## config.mk

```make
export PLATFORM = sky130hd
export DESIGN_NAME = iob_uart_dbg_bridge
export DESIGN_NICKNAME = d
export VERILOG_FILES = /design/src/rtl/iob_uart_dbg_bridge.sv
export SDC_FILE = /design/constraint.sdc
export NUM_CORES = 1
export LEC_CHECK = 0
export BUFFER_PORTS_ARGS = -buffer_cell sky130_fd_sc_hd__buf_2
export CORE_UTILIZATION = 30
export DETAILED_ROUTE_END_ITERATION = 7
export GPL_ROUTABILITY_DRIVEN = 0
export PLACE_DENSITY_LB_ADDON = 0.12
export SLEW_MARGIN = 20
export SYNTH_ARGS = -nofsm -noshare
export SYNTH_HDL_FRONTEND = slang
export SYNTH_SLANG_ARGS = --single-unit
```

## constraint.sdc

```tcl
create_clock -name clk_i -period 8 [get_ports clk_i]
set_clock_uncertainty 0.1 [all_clocks]
set_input_delay 1.6 -clock clk_i [delete_from_list [all_inputs] [get_ports clk_i]]
set_output_delay 1.6 -clock clk_i [all_outputs]
set_load 0.1 [all_outputs]
```

## src/rtl/iob_uart_dbg_bridge.sv

```systemverilog
// iob_uart_dbg_bridge: lets a host on an 8N1 serial link issue single-beat
// IOb reads and writes. It receives framed commands, runs one bus
// transaction per command, and sends back read data, an ACK or a NAK.
module iob_uart_dbg_bridge #(
  parameter int DATA_W   = 32,
  parameter int ADDR_W   = 32,
  parameter int BAUD_DIV = 868,
  parameter int TIMEOUT  = 1000000
) (
  input  logic                clk_i,
  input  logic                cke_i,
  input  logic                arst_i,
  input  logic                rs232_rxd_i,
  output logic                rs232_txd_o,
  output logic                rs232_rts_o,
  input  logic                rs232_cts_i,
  output logic                iob_valid_o,
  output logic [ADDR_W-1:0]   iob_addr_o,
  output logic [DATA_W-1:0]   iob_wdata_o,
  output logic [DATA_W/8-1:0] iob_wstrb_o,
  input  logic                iob_ready_i,
  input  logic                iob_rvalid_i,
  input  logic [DATA_W-1:0]   iob_rdata_i
);
  localparam int BW = $clog2(BAUD_DIV);
  localparam int TW = $clog2(TIMEOUT + 1);
  localparam logic [BW-1:0] BAUD_LAST = BW'(BAUD_DIV - 1);
  localparam logic [BW-1:0] BAUD_HALF = BW'(BAUD_DIV / 2 - 1);
  localparam logic [TW-1:0] TO_LIMIT  = TW'(TIMEOUT);
  localparam logic [7:0] OP_RD = 8'h52;
  localparam logic [7:0] OP_WR = 8'h57;
  localparam logic [7:0] ACK   = 8'h06;
  localparam logic [7:0] NAK   = 8'h15;

  typedef enum logic [2:0] {
    S_IDLE, S_ADDR, S_WDATA, S_BUS_REQ, S_BUS_RD, S_RESP, S_NAK
  } state_t;

  state_t          state, state_nxt;
  logic            rx_s1, rx_s2, rx_prev, rx_busy, rx_done, rx_ferr;
  logic [BW-1:0]   rx_cnt;
  logic [3:0]      rx_bit;
  logic [7:0]      rx_byte;
  logic            tx_busy, tx_end, tx_free, tx_ok, tx_load;
  logic [BW-1:0]   tx_cnt;
  logic [3:0]      tx_bit;
  logic [8:0]      tx_shift;
  logic [7:0]      tx_data;
  logic            is_wr, to_exp, resp_set;
  logic [1:0]      byte_cnt;
  logic [TW-1:0]   to_cnt;
  logic [31:0]     addr_sr, addr_nxt, data_nxt, resp_buf, resp_val;
  logic [23:0]     data_sr;
  logic [2:0]      resp_cnt, resp_n;

  assign addr_nxt = {rx_byte, addr_sr[31:8]};
  assign data_nxt = {rx_byte, data_sr};
  assign to_exp   = (to_cnt == TO_LIMIT);
  // The stop bit's last clock counts as free so reply bytes run back-to-back.
  assign tx_end   = tx_busy && (tx_bit == 4'd9) && (tx_cnt == '0);
  assign tx_free  = !tx_busy || tx_end;
  assign tx_ok    = tx_free && rs232_cts_i;

  // RX: synchronize, detect start edge, sample every bit at mid-bit.
  always_ff @(posedge clk_i or posedge arst_i) begin
    if (arst_i) begin
      rx_s1 <= 1'b1; rx_s2 <= 1'b1; rx_prev <= 1'b1;
      rx_busy <= 1'b0; rx_done <= 1'b0; rx_ferr <= 1'b0;
      rx_cnt <= '0; rx_bit <= 4'd0; rx_byte <= 8'h00;
    end else if (cke_i) begin
      rx_s1   <= rs232_rxd_i;
      rx_s2   <= rx_s1;
      rx_prev <= rx_s2;
      rx_done <= 1'b0;
      rx_ferr <= 1'b0;
      if (!rx_busy) begin
        if (rx_prev && !rx_s2) begin
          rx_busy <= 1'b1;
          rx_cnt  <= BAUD_HALF;
          rx_bit  <= 4'd0;
        end
      end else if (rx_cnt != '0) begin
        rx_cnt <= rx_cnt - BW'(1);
      end else begin
        rx_cnt <= BAUD_LAST;
        rx_bit <= rx_bit + 4'd1;
        if (rx_bit == 4'd0) begin
          if (rx_s2) rx_busy <= 1'b0;
        end else if (rx_bit == 4'd9) begin
          rx_busy <= 1'b0;
          rx_done <= rx_s2;
          rx_ferr <= !rx_s2;
        end else begin
          rx_byte <= {rx_s2, rx_byte[7:1]};
        end
      end
    end
  end

  // TX: shift out start, 8 data bits LSB first, stop; one bit per BAUD_DIV.
  always_ff @(posedge clk_i or posedge arst_i) begin
    if (arst_i) begin
      rs232_txd_o <= 1'b1; tx_busy <= 1'b0; tx_cnt <= '0;
      tx_bit <= 4'd0; tx_shift <= '1;
    end else if (cke_i) begin
      if (tx_load) begin
        rs232_txd_o <= 1'b0;
        tx_shift    <= {1'b1, tx_data};
        tx_bit      <= 4'd0;
        tx_cnt      <= BAUD_LAST;
        tx_busy     <= 1'b1;
      end else if (tx_busy) begin
        if (tx_cnt != '0) begin
          tx_cnt <= tx_cnt - BW'(1);
        end else if (tx_bit == 4'd9) begin
          tx_busy <= 1'b0;
        end else begin
          rs232_txd_o <= tx_shift[0];
          tx_shift    <= {1'b1, tx_shift[8:1]};
          tx_bit      <= tx_bit + 4'd1;
          tx_cnt      <= BAUD_LAST;
        end
      end
    end
  end

  // Parser next state; the first reply byte launches in the same cycle the
  // reply is decided so it starts one clock after the bus event.
  always_comb begin
    state_nxt = state;
    resp_set  = 1'b0;
    resp_val  = 32'h0;
    resp_n    = 3'd0;
    tx_load   = 1'b0;
    tx_data   = resp_buf[7:0];
    case (state)
      S_IDLE: if (rx_done) begin
        if (rx_byte == OP_RD || rx_byte == OP_WR) begin
          state_nxt = S_ADDR;
        end else begin
          state_nxt = S_NAK;
          resp_set = 1'b1; resp_val = {24'h0, NAK}; resp_n = 3'd1;
        end
      end
      S_ADDR: begin
        if (rx_ferr || to_exp) state_nxt = S_IDLE;
        else if (rx_done && byte_cnt == 2'd3) state_nxt = is_wr ? S_WDATA : S_BUS_REQ;
      end
      S_WDATA: begin
        if (rx_ferr || to_exp) state_nxt = S_IDLE;
        else if (rx_done && byte_cnt == 2'd3) state_nxt = S_BUS_REQ;
      end
      S_BUS_REQ: if (iob_ready_i) begin
        if (is_wr) begin
          state_nxt = S_RESP;
          resp_set = 1'b1; resp_val = {24'h0, ACK}; resp_n = 3'd1;
        end else if (iob_rvalid_i) begin
          state_nxt = S_RESP;
          resp_set = 1'b1; resp_val = iob_rdata_i; resp_n = 3'd4;
        end else begin
          state_nxt = S_BUS_RD;
        end
      end
      S_BUS_RD: if (iob_rvalid_i) begin
        state_nxt = S_RESP;
        resp_set = 1'b1; resp_val = iob_rdata_i; resp_n = 3'd4;
      end
      S_RESP, S_NAK: begin
        if (resp_cnt != 3'd0) tx_load = tx_ok;
        else if (tx_end) state_nxt = S_IDLE;
      end
      default: state_nxt = S_IDLE;
    endcase
    if (resp_set) begin
      tx_data = resp_val[7:0];
      tx_load = tx_ok;
    end
  end

  // Parser state, byte/timeout counters, reply queue and registered outputs.
  always_ff @(posedge clk_i or posedge arst_i) begin
    if (arst_i) begin
      state <= S_IDLE; is_wr <= 1'b0; byte_cnt <= 2'd0; to_cnt <= '0;
      resp_cnt <= 3'd0; resp_buf <= 32'h0; rs232_rts_o <= 1'b1;
      iob_valid_o <= 1'b0; iob_addr_o <= '0; iob_wdata_o <= '0; iob_wstrb_o <= '0;
    end else if (cke_i) begin
      state       <= state_nxt;
      rs232_rts_o <= (state_nxt == S_IDLE) || (state_nxt == S_ADDR) || (state_nxt == S_WDATA);
      iob_valid_o <= (state_nxt == S_BUS_REQ);
      if (state == S_IDLE && rx_done) is_wr <= (rx_byte == OP_WR);
      if ((state == S_ADDR || state == S_WDATA) && !to_exp) begin
        byte_cnt <= rx_done ? byte_cnt + 2'd1 : byte_cnt;
        to_cnt   <= rx_done ? '0 : to_cnt + TW'(1);
      end else begin
        byte_cnt <= 2'd0;
        to_cnt   <= '0;
      end
      if (state != S_BUS_REQ && state_nxt == S_BUS_REQ) begin
        iob_addr_o  <= is_wr ? addr_sr[ADDR_W-1:0] : addr_nxt[ADDR_W-1:0];
        iob_wdata_o <= is_wr ? data_nxt : '0;
        iob_wstrb_o <= is_wr ? '1 : '0;
      end
      if (resp_set) begin
        resp_buf <= tx_load ? {8'h00, resp_val[31:8]} : resp_val;
        resp_cnt <= tx_load ? resp_n - 3'd1 : resp_n;
      end else if (tx_load) begin
        resp_buf <= {8'h00, resp_buf[31:8]};
        resp_cnt <= resp_cnt - 3'd1;
      end
    end
  end

  // Little-endian assembly of the address and write-data fields.
  always_ff @(posedge clk_i) begin
    if (cke_i && rx_done) begin
      if (state == S_ADDR)  addr_sr <= addr_nxt;
      if (state == S_WDATA) data_sr <= {rx_byte, data_sr[23:8]};
    end
  end
endmodule

```

==> results of run 1 <==
[state kept, by name (all words and copies together) (netlist names), 10 cells and up]
name         cells
data_sr         24
resp_buf        32
iob_addr_o      32
iob_wdata_o     32
tx_cnt          10
rx_cnt          10
addr_sr         32
to_cnt          20
[critical path, stage by stage (launching register included)]
cell     delay (ps)
dfrtp_1         420
or4b_2          700
nor3_1          430
a21oi_1         130
o32ai_1         520
or3_4           480
buf_4           700
mux2_2          410
[per-stage QoR]
step                      power (uW)  std cells
final                           5040       1521
after global routing            5300       1521
after CTS                       5110       1520
after detailed placement        3830       1468
after global placement          3820       1468
after floorplan                 3440        935
[worst max path at each step]
| stage | start | to | slack, ps | depth (start not counted) |
|---|---|---|---|---|
| global placement | cke_i | iob_addr_o[3] | 3440 | 9 |
| global route | to_cnt[2] | iob_wstrb_o[2] | 3690 | 7 |
| floorplan | arst_i | byte_cnt[0] | 1430 | 1 |
| finish | to_cnt[2] | iob_addr_o[23] | 3930 | 7 |
| detailed placement | cke_i | iob_addr_o[3] | 3420 | 9 |
| CTS | to_cnt[2] | iob_addr_o[29] | 3910 | 7 |
[power by group through the flow]
stage          Sequential (uW)  Combinational, uW  Clock, uW
2_1_floorplan             2720                717          0
3_3_place_gp              1780               2040          0
3_5_place_dp              1780               2050          0
4_1_cts                   1760               2060       1290
5_1_grt                   1800               2170       1330
6_report                  1760               2040       1240
[layout by cell type, fill, tap and decap left out, types with 6 or more instances in the layout]
cell	synthesis	routed
and2_1	6	6
clkbuf_16	0	28
a221o_1	8	8
and3_1	7	7
a22oi_1	12	12
mux2i_1	34	34
edfxtp_1	56	56
nand3_1	13	13
a211oi_1	7	7
a22o_1	9	9
nor2_1	50	50
clkbuf_1	30	10
or3_1	9	8
o21ai_1	7	7
dfstp_2	13	13
mux2_4	18	18
a21oi_1	43	43
o22ai_1	7	7
o21a_1	11	11
nand4_1	7	7
dfrtp_1	167	166
nor3_1	11	10
xnor2_1	14	14
mux2_2	61	61
xor2_1	23	23
inv_1	58	57
ha_1	14	14
buf_2	4	109
buf_4	6	10
clkbuf_8	0	6
nand2_1	91	91
nand2b_1	7	7
o21ai_0	42	41
[metal layers]
metal	up-vias	part of all wire [%]	wire length (um)	global-route usage, %
met5	-	0.052	13	0
met4	2	1.9	488	3.24
met3	38	4.4	1090	2.25
met2	139	43	10800	20.8
met1	3533	51	12700	20.1
li1	3581	-	-	-
[cell type report]
cell class / count / share of cell area (%)
Sequential cell: 236 / 48.3
Multi-Input combinational cell: 594 / 33.6
Antenna cell: 1 / 0.0195
Timing Repair Buffer: 119 / 4.83
Clock buffer: 44 / 6.39
Inverter: 58 / 1.75
Tap cell: 461 / 4.49
Clock inverter: 8 / 0.623
[kinds of logic after synthesis]
family | after synthesis
AO/OA/AOI/OAI | 201
adder cells (fa/ha/maj) | 14
flip-flops | 236
buffers and inverters | 105
AND/OR/NAND/NOR | 229
XOR/XNOR | 37
multiplexers | 113
==> flow_metrics.tcl, run 1 <==
set metrics [dict create \
    status "finished with violations" \
    violations "DRC" \
    crit_type "reg -> reg" \
    drtPass1Iterations 6 \
    ant_nets 0 \
    place_area_mm2 0.0119 \
    first_iter_violations 448 \
    antenna_found_initial 2 \
    period_minus_slack_ps 4070 \
    syn_to_final_growth_pct 17.7 \
    cts_tree "done" \
    finalInstanceArea_mm2 0.0129 \
    synth_top_cell_area_share_pct 38.3 \
    overflow 0 \
    synthCells 935 \
    fp.coreArea_mm2 0.0357 \
    setup_viol 0 \
    synth_common_cells "dfrtp_1 (167), nand2_1 (91), mux2_2 (61)" \
    maxCapViolations 0 \
    ys_async_sr_fraction_pct 76.3 \
    ys_ff_latch 236 \
    synth-edff-count 56 \
    p_sw_uw 2280 \
    grt_pass1_vias 7313 \
    grt_pass1_wl_um 40600 \
    min_delay_worst_endpoint "data_sr[13]" \
    die_height_um 193 \
    syn_nets 988 \
    crit_path_end_kind "flop" \
    worstHoldPathCells 0 \
    post-place-ws_ps 3420 \
    rows 69 \
    swShare_pct 45.2 \
    drive_above_1_share_pct 25.7 \
    fin_nets 1090 \
    synth_xor_xnor_area_share_pct 2.97 \
    io_pins 110 \
    fin_crit_sh_pct 50.9 \
    hold_slack_ps 348 \
    rsz0062_at_grt "no" \
    yosys.area_share.simple_pct 10.2 \
    h-tree-depth 1 \
    worst_pin_slew_ps 1000 \
    seq_area_mm2 0.00620 \
    post-route-util_pct 36.0 \
    synth_area_per_cell_um2 11.7 \
    cp_max_fo 46 \
    finalMaxSlewViolations 0 \
    fillers 3617 \
    insertion_delay_ps 540 \
    ctsHoldBuffers 0 \
    synth_cell_types 72 \
    yosysSeqAreaShare_pct 56.8 \
    clock_path_buffers 3 \
    vias 7293 \
    vdd_drop_max_uv 169 \
    synth_adder_area_share_pct 1.60 \
    grt_max_degree 111 \
    synth_top_family_by_area "compound AO/OA/AOI/OAI gates" \
    min_from "data_sr[21]" \
    die-width_um 193 \
    cts_resized 0 \
    start_kind "flop" \
    r2r_slack_ps 3930 \
    pwr-share-clk_pct 24.7 \
    yosysMostFrequentCell "dfrtp_1" \
    power_frac_seq_pct 34.9 \
    via_per_inst 4.79 \
    final-hold-violation-count 0 \
    clkSinkCount 236 \
    crit_arrival_ps 4400 \
    dp_hpwl_um 16100 \
    yosys-top-cells-area "dfrtp_1 (38%), edfxtp_1 (15%), mux2_2 (6.3%), dfstp_2 (3.1%), nand2_1 (3.1%)" \
    start_util_pct 30.6 \
    cts_buffers 28 \
    synthMuxAreaShare_pct 11.9 \
    power_frac_comb_pct 40.4 \
    synth_largest_area_cell "dfrtp_1" \
    max_freq_mhz 246 \
    place.port_buffers 109 \
    cts_root_buffer "clkbuf_16" \
    yosys_warnings 0 \
    r2r_start "to_cnt[2]" \
    synth_compound_area_share_pct 12.5 \
    p_per_area_mw_per_mm2 392 \
    drc 24 \
    leakage_uw 0.00574 \
    finalSetupTns_ps 0 \
    ys.flop_type "dfrtp_1" \
    clkTransAtPathRegs_ps 60 \
    dieArea_mm2 0.0372 \
    worstHoldPathType "reg -> reg" \
    wl_per_cell_um 16.5 \
    r2r-end "iob_addr_o[23]" \
    fin_ws_ps 3930 \
    grt_usage_pct 13.7 \
    reg2regPathDepth 7 \
    crit_required_ps 8320 \
    slew_headroom_pct 32.5 \
    post_cts_buffers 0 \
    synthesis.area_mm2 0.0109 \
    internal_power_uw 2760 \
    multi_input_area_mm2 0.00433 \
    drt_wl_total_um 25100 \
]
No activity file was read; power rests on OpenSTA's default activity.
==> inputs of run 2 (changes only) <==
==> constraint.sdc (replaced) <==
create_clock -name clk_i -period 4.05 [get_ports clk_i]
set_clock_uncertainty 0.1 [all_clocks]
set_input_delay 0.81 -clock clk_i [delete_from_list [all_inputs] [get_ports clk_i]]
set_output_delay 0.81 -clock clk_i [all_outputs]
set_load 0.1 [all_outputs]
==> flow_metrics.tcl, run 2 (synthesized netlist as in run 1, its figures left out) <==
set metrics [dict create \
    clock_path_buffers 3 \
    violations "DRC" \
    maxCapViolations 0 \
    status "finished with violations" \
    period_minus_slack_ps 3390 \
    max_freq_mhz 295 \
    final_common_cell "dfrtp_1" \
    drive_above_1_share_pct 25.8 \
    die_height_um 193 \
    via_per_inst 4.78 \
    crit_arrival_ps 3730 \
    rsz0062_at_grt "no" \
    setup_viol 0 \
    start_util_pct 30.6 \
    die-width_um 193 \
    insertion_delay_ps 560 \
    vias 7334 \
    grt_max_degree 67 \
    h-tree-depth 1 \
    fp.coreArea_mm2 0.0357 \
    dp_hpwl_um 16700 \
    cts_buffers 28 \
    fin_crit_sh_pct 83.8 \
    final-hold-violation-count 0 \
    crit_path_end_kind "flop" \
    fillers 3570 \
    worstHoldPathType "in -> async" \
    vdd_drop_max_uv 336 \
    clkTransAtPathRegs_ps 60 \
    crit_required_ps 4380 \
    ctsHoldBuffers 0 \
    cts_root_buffer "clkbuf_16" \
    worst_pin_slew_ps 1100 \
    n_antenna_cell 0 \
    fin_nets 1103 \
    first_iter_violations 387 \
    finalPower_uw 9880 \
    grt_pass1_vias 7348 \
    dieArea_mm2 0.0372 \
    crit_type "reg -> reg" \
    finalSetupTns_ps 0 \
    grt_usage_pct 13.9 \
    wl_per_cell_um 16.8 \
    cts_resized 0 \
    syn_to_final_growth_pct 18.4 \
    leakage_uw 0.00579 \
    post_cts_buffers 0 \
    grt_pass1_wl_um 41000 \
    final_cell_mix "dfrtp_1 (166), buf_2 (109), nand2_1 (91)" \
    place.port_buffers 109 \
    io_pins 110 \
    reg2regPathDepth 7 \
    drt_wl_total_um 25700 \
    cts_tree "done" \
    drtPass1Iterations 7 \
    overflow 0 \
    cp_max_fo 65 \
    rows 69 \
    finalMaxSlewViolations 0 \
    p_per_area_mw_per_mm2 764 \
    slew_headroom_pct 26.1 \
    antenna_found_initial 2 \
    drc 27 \
    ant_nets 0 \
    clkSinkCount 236 \
    start_kind "flop" \
]
-- run 2: cell count changes in the layout (fill, tap and decap cells not counted), sizes merged --
cell    delta
buf       +13
clkbuf     +4
inv        -2
bufinv     -1
clkinv     -1
diode      -1
-- run 2: power breakdown --
part | switching, uW | internal (uW)
clock | 989 | 1370
sequential | 428 | 3040
combinational | 3070 | 992
total | 4490 | 5400
-- run 2: path summary, 6_finish.rpt --
check / to / from / slack, ps
setup / recovery: iob_wstrb_o[2] / to_cnt[2] / 660
hold / removal: iob_addr_o[23] / arst_i / 230
setup reg to reg: iob_wstrb_o[2] / to_cnt[2] / 660
hold reg to reg: data_sr[5] / data_sr[13] / 350
max in group asynchronous: tx_shift[5] / arst_i / 2710
min in group clk_i: data_sr[5] / data_sr[13] / 350
-- run 2: critical path, stage by stage, from the launching register on --
cell and delay (ps):
dfrtp_1 430, or4b_2 670, nor3_1 430, a21oi_1 120, o32ai_1 470, or3_4 240
buf_12 390, mux2_2 390
-- run 2: area by class of cell --
cell class              instances  area, um2  area share (%)
flip-flops and latches        236       6200            47.9
multi-input cells             594       4320            33.4
clock buffers                  48        816            6.30
repair buffers                132        756            5.84
well taps                     461        577            4.46
inverters                      58        221            1.71
clock inverters                 4       47.5           0.367
-- run 2: metrics by stage --
stage                     hold WS, ps  cell area, um2  instances  util (%)  worst slack [ps]
after global placement            332           12100       1481      33.8               746
after CTS                         229           12900       1533      36.2               702
after floorplan                   327           10900        935         -               554
after detailed placement          333           12100       1481      33.8               715
after global routing              266           12900       1533      36.2               562
final                             233           12900       1533      36.2               655
-- run 2: metal layers --
layer | wire length, um | track usage, % | share of wire, % | vias to the layer above
li1 | - | - | - | 3597
met1 | 13100 | 20.5 | 51 | 3569
met2 | 11000 | 20.9 | 43 | 123
met3 | 1040 | 1.98 | 4.1 | 41
met4 | 575 | 4.18 | 2.2 | 4
met5 | 27 | 0 | 0.10 | -
==> inputs of run 3 (changes only) <==
--- a/config.mk
+++ b/config.mk
@@ -5,6 +5,7 @@
 export SDC_FILE = /design/constraint.sdc
 export NUM_CORES = 1
 export LEC_CHECK = 0
+export ABC_AREA = 1
 export BUFFER_PORTS_ARGS = -buffer_cell sky130_fd_sc_hd__buf_2
 export CORE_UTILIZATION = 30
 export DETAILED_ROUTE_END_ITERATION = 7
==> constraint.sdc (replaced) <==
create_clock -name clk_i -period 3.03 [get_ports clk_i]
set_clock_uncertainty 0.1 [all_clocks]
set_input_delay 0.606 -clock clk_i [delete_from_list [all_inputs] [get_ports clk_i]]
set_output_delay 0.606 -clock clk_i [all_outputs]
set_load 0.1 [all_outputs]
==> flow_metrics.tcl, run 3 <==
set metrics [dict create \
    start_kind "flop" \
    synth_area_per_cell_um2 8.05 \
    synth-edff-count 56 \
    ctsHoldBuffers 0 \
    p_per_area_mw_per_mm2 756 \
    hold_slack_ps 85.1 \
    multi_input_area_mm2 0.00450 \
    ys.flop_type "dfrtp_1" \
    max_freq_mhz 377 \
    crit_required_ps 3430 \
    grt_max_degree 75 \
    period_minus_slack_ps 2650 \
    clock_path_buffers 3 \
    first_iter_violations 469 \
    crit_type "reg -> reg" \
    start_util_pct 30.5 \
    drive_above_1_share_pct 13.5 \
    overflow 0 \
    synthCells 1421 \
    fillers 3985 \
    yosysSeqAreaShare_pct 54.2 \
    ant_nets 0 \
    drc 2 \
    final-hold-violation-count 0 \
    crit_buf_inv 2 \
    h-tree-depth 1 \
    dieArea_mm2 0.0389 \
    maxCapViolations 0 \
    dp.cells 2002 \
    grt_pass1_vias 9165 \
    finalSetupTns_ps 0 \
    rows 71 \
    synth_cell_types 45 \
    cpLargestDelayFamily "simple AND/OR/NAND/NOR gates" \
    rsz0062_at_grt "no" \
    seq_area_mm2 0.00620 \
    grt_usage_pct 15.5 \
    yosysMostFrequentCell "nand2_1" \
    finalPower_uw 10200 \
    fp.coreArea_mm2 0.0376 \
    vias 9301 \
    yosys-top-cells-area "dfrtp_1 (37%), nand2_1 (18%), edfxtp_1 (15%), nand3_1 (8.4%), inv_1 (4.1%)" \
    fin_nets 1574 \
    cts_buffers 28 \
    die_height_um 197 \
    io_pins 110 \
    crit_top_cell "nand2_1" \
    yosys_warnings 0 \
    clkTransAtPathRegs_ps 60 \
    antenna_found_initial 2 \
    finalNonFillerCells 2054 \
    vdd_drop_max_uv 402 \
    clkSinkCount 236 \
    insertion_delay_ps 560 \
    grt_pass1_wl_um 48900 \
    violations "DRC" \
    worstPathCellList "inv_1 > nand2_1 > nor2_1 > nand2_1 > nand3_1 > nor2_1 > nor2_1 > nand3_1 > nand2_1 > nor2_4 > buf_6 > nand3_1 > nand2_1" \
    finalMaxSlewViolations 0 \
    crit_path_end_kind "flop" \
    wl_per_cell_um 14.4 \
    via_per_inst 4.53 \
    synth_largest_area_cell "dfrtp_1" \
    worst_pin_slew_ps 790 \
    cts_tree "done" \
    max_stage_delay_ps 480 \
    cts_resized 0 \
    syn_nets 1474 \
    slew_headroom_pct 47.2 \
    ys_ff_latch 236 \
    cts_root_buffer "clkbuf_16" \
    final_cell_mix "nand2_1 (556), nand3_1 (191), dfrtp_1 (166)" \
    leakage_uw 0.00700 \
    n_antenna_cell 0 \
    synth_common_cells "nand2_1 (556), nand3_1 (191), dfrtp_1 (167)" \
    cp_slowest_cell "dfrtp_1" \
    drt_wl_total_um 29600 \
    ys_async_sr_fraction_pct 76.3 \
    die-width_um 197 \
    synth_top_cell_area_share_pct 36.5 \
    syn_to_final_growth_pct 18.4 \
    place.port_buffers 109 \
    fin_crit_sh_pct 87.6 \
    synthesis.area_mm2 0.0114 \
    status "finished with violations" \
    worstHoldPathType "in -> async" \
    post_cts_buffers 0 \
    final_common_cell "nand2_1" \
    cp_max_fo 65 \
    drtPass1Iterations 7 \
    r2r_slack_ps 380 \
    setup_viol 0 \
    dp_hpwl_um 19600 \
    crit_arrival_ps 3050 \
]
run 3: kinds of logic after synthesis:
logic type / synth area share [%]
xor+xnor: 1.53
mux: 0.273
buf+inv: 6.73
simple gates: 31.4
flops: 54.2
compound gates: 4.32
fa+ha+maj: 1.53
run 3: per-stage QoR:
stage / instance area, um2 / setup WS [ps] / utilization (%)
CTS: 13500 / 161 / 36.0
floorplan: 11400 / 26.0 / -
finish: 13500 / 376 / 36.1
global placement: 12700 / 174 / 33.7
global route: 13500 / 92.8 / 36.1
detailed placement: 12700 / 184 / 33.7
run 3: final cells by class:
class / count / share of cell area, %
flip-flops and latches: 236 / 45.8
repair buffers: 136 / 6.11
multi-input cells: 990 / 33.2
clock inverters: 7 / 0.647
clock buffers: 45 / 5.94
well taps: 511 / 4.72
inverters: 129 / 3.60
run 3: power breakdown:
part / total (uW) / switching (uW) / internal, uW
clock network: 3280 / 1370 / 1900
registers: 4110 / 335 / 3770
logic: 2850 / 2030 / 825
run 3: layer usage:
metal	vias up	routed length (um)	track usage, %	share of wire (%)
met5	-	20	0	0.068
met4	4	705	4.51	2.4
met3	53	1170	2.46	3.9
met2	145	13200	24.2	45
met1	4356	14500	21.9	49
li1	4743	-	-	-
run 3: worst paths after layout:
kind                              from        endpoint  cells after the start
setup / recovery            rx_byte[2]  iob_addr_o[16]                     13
hold / removal                  arst_i       rx_cnt[2]                      2
max in group asynchronous       arst_i     tx_shift[0]                      3
setup reg to reg            rx_byte[2]  iob_addr_o[16]                     13
hold reg to reg             data_sr[9]      data_sr[1]                      0
min in group clk_i         rs232_rxd_i           rx_s1                      3
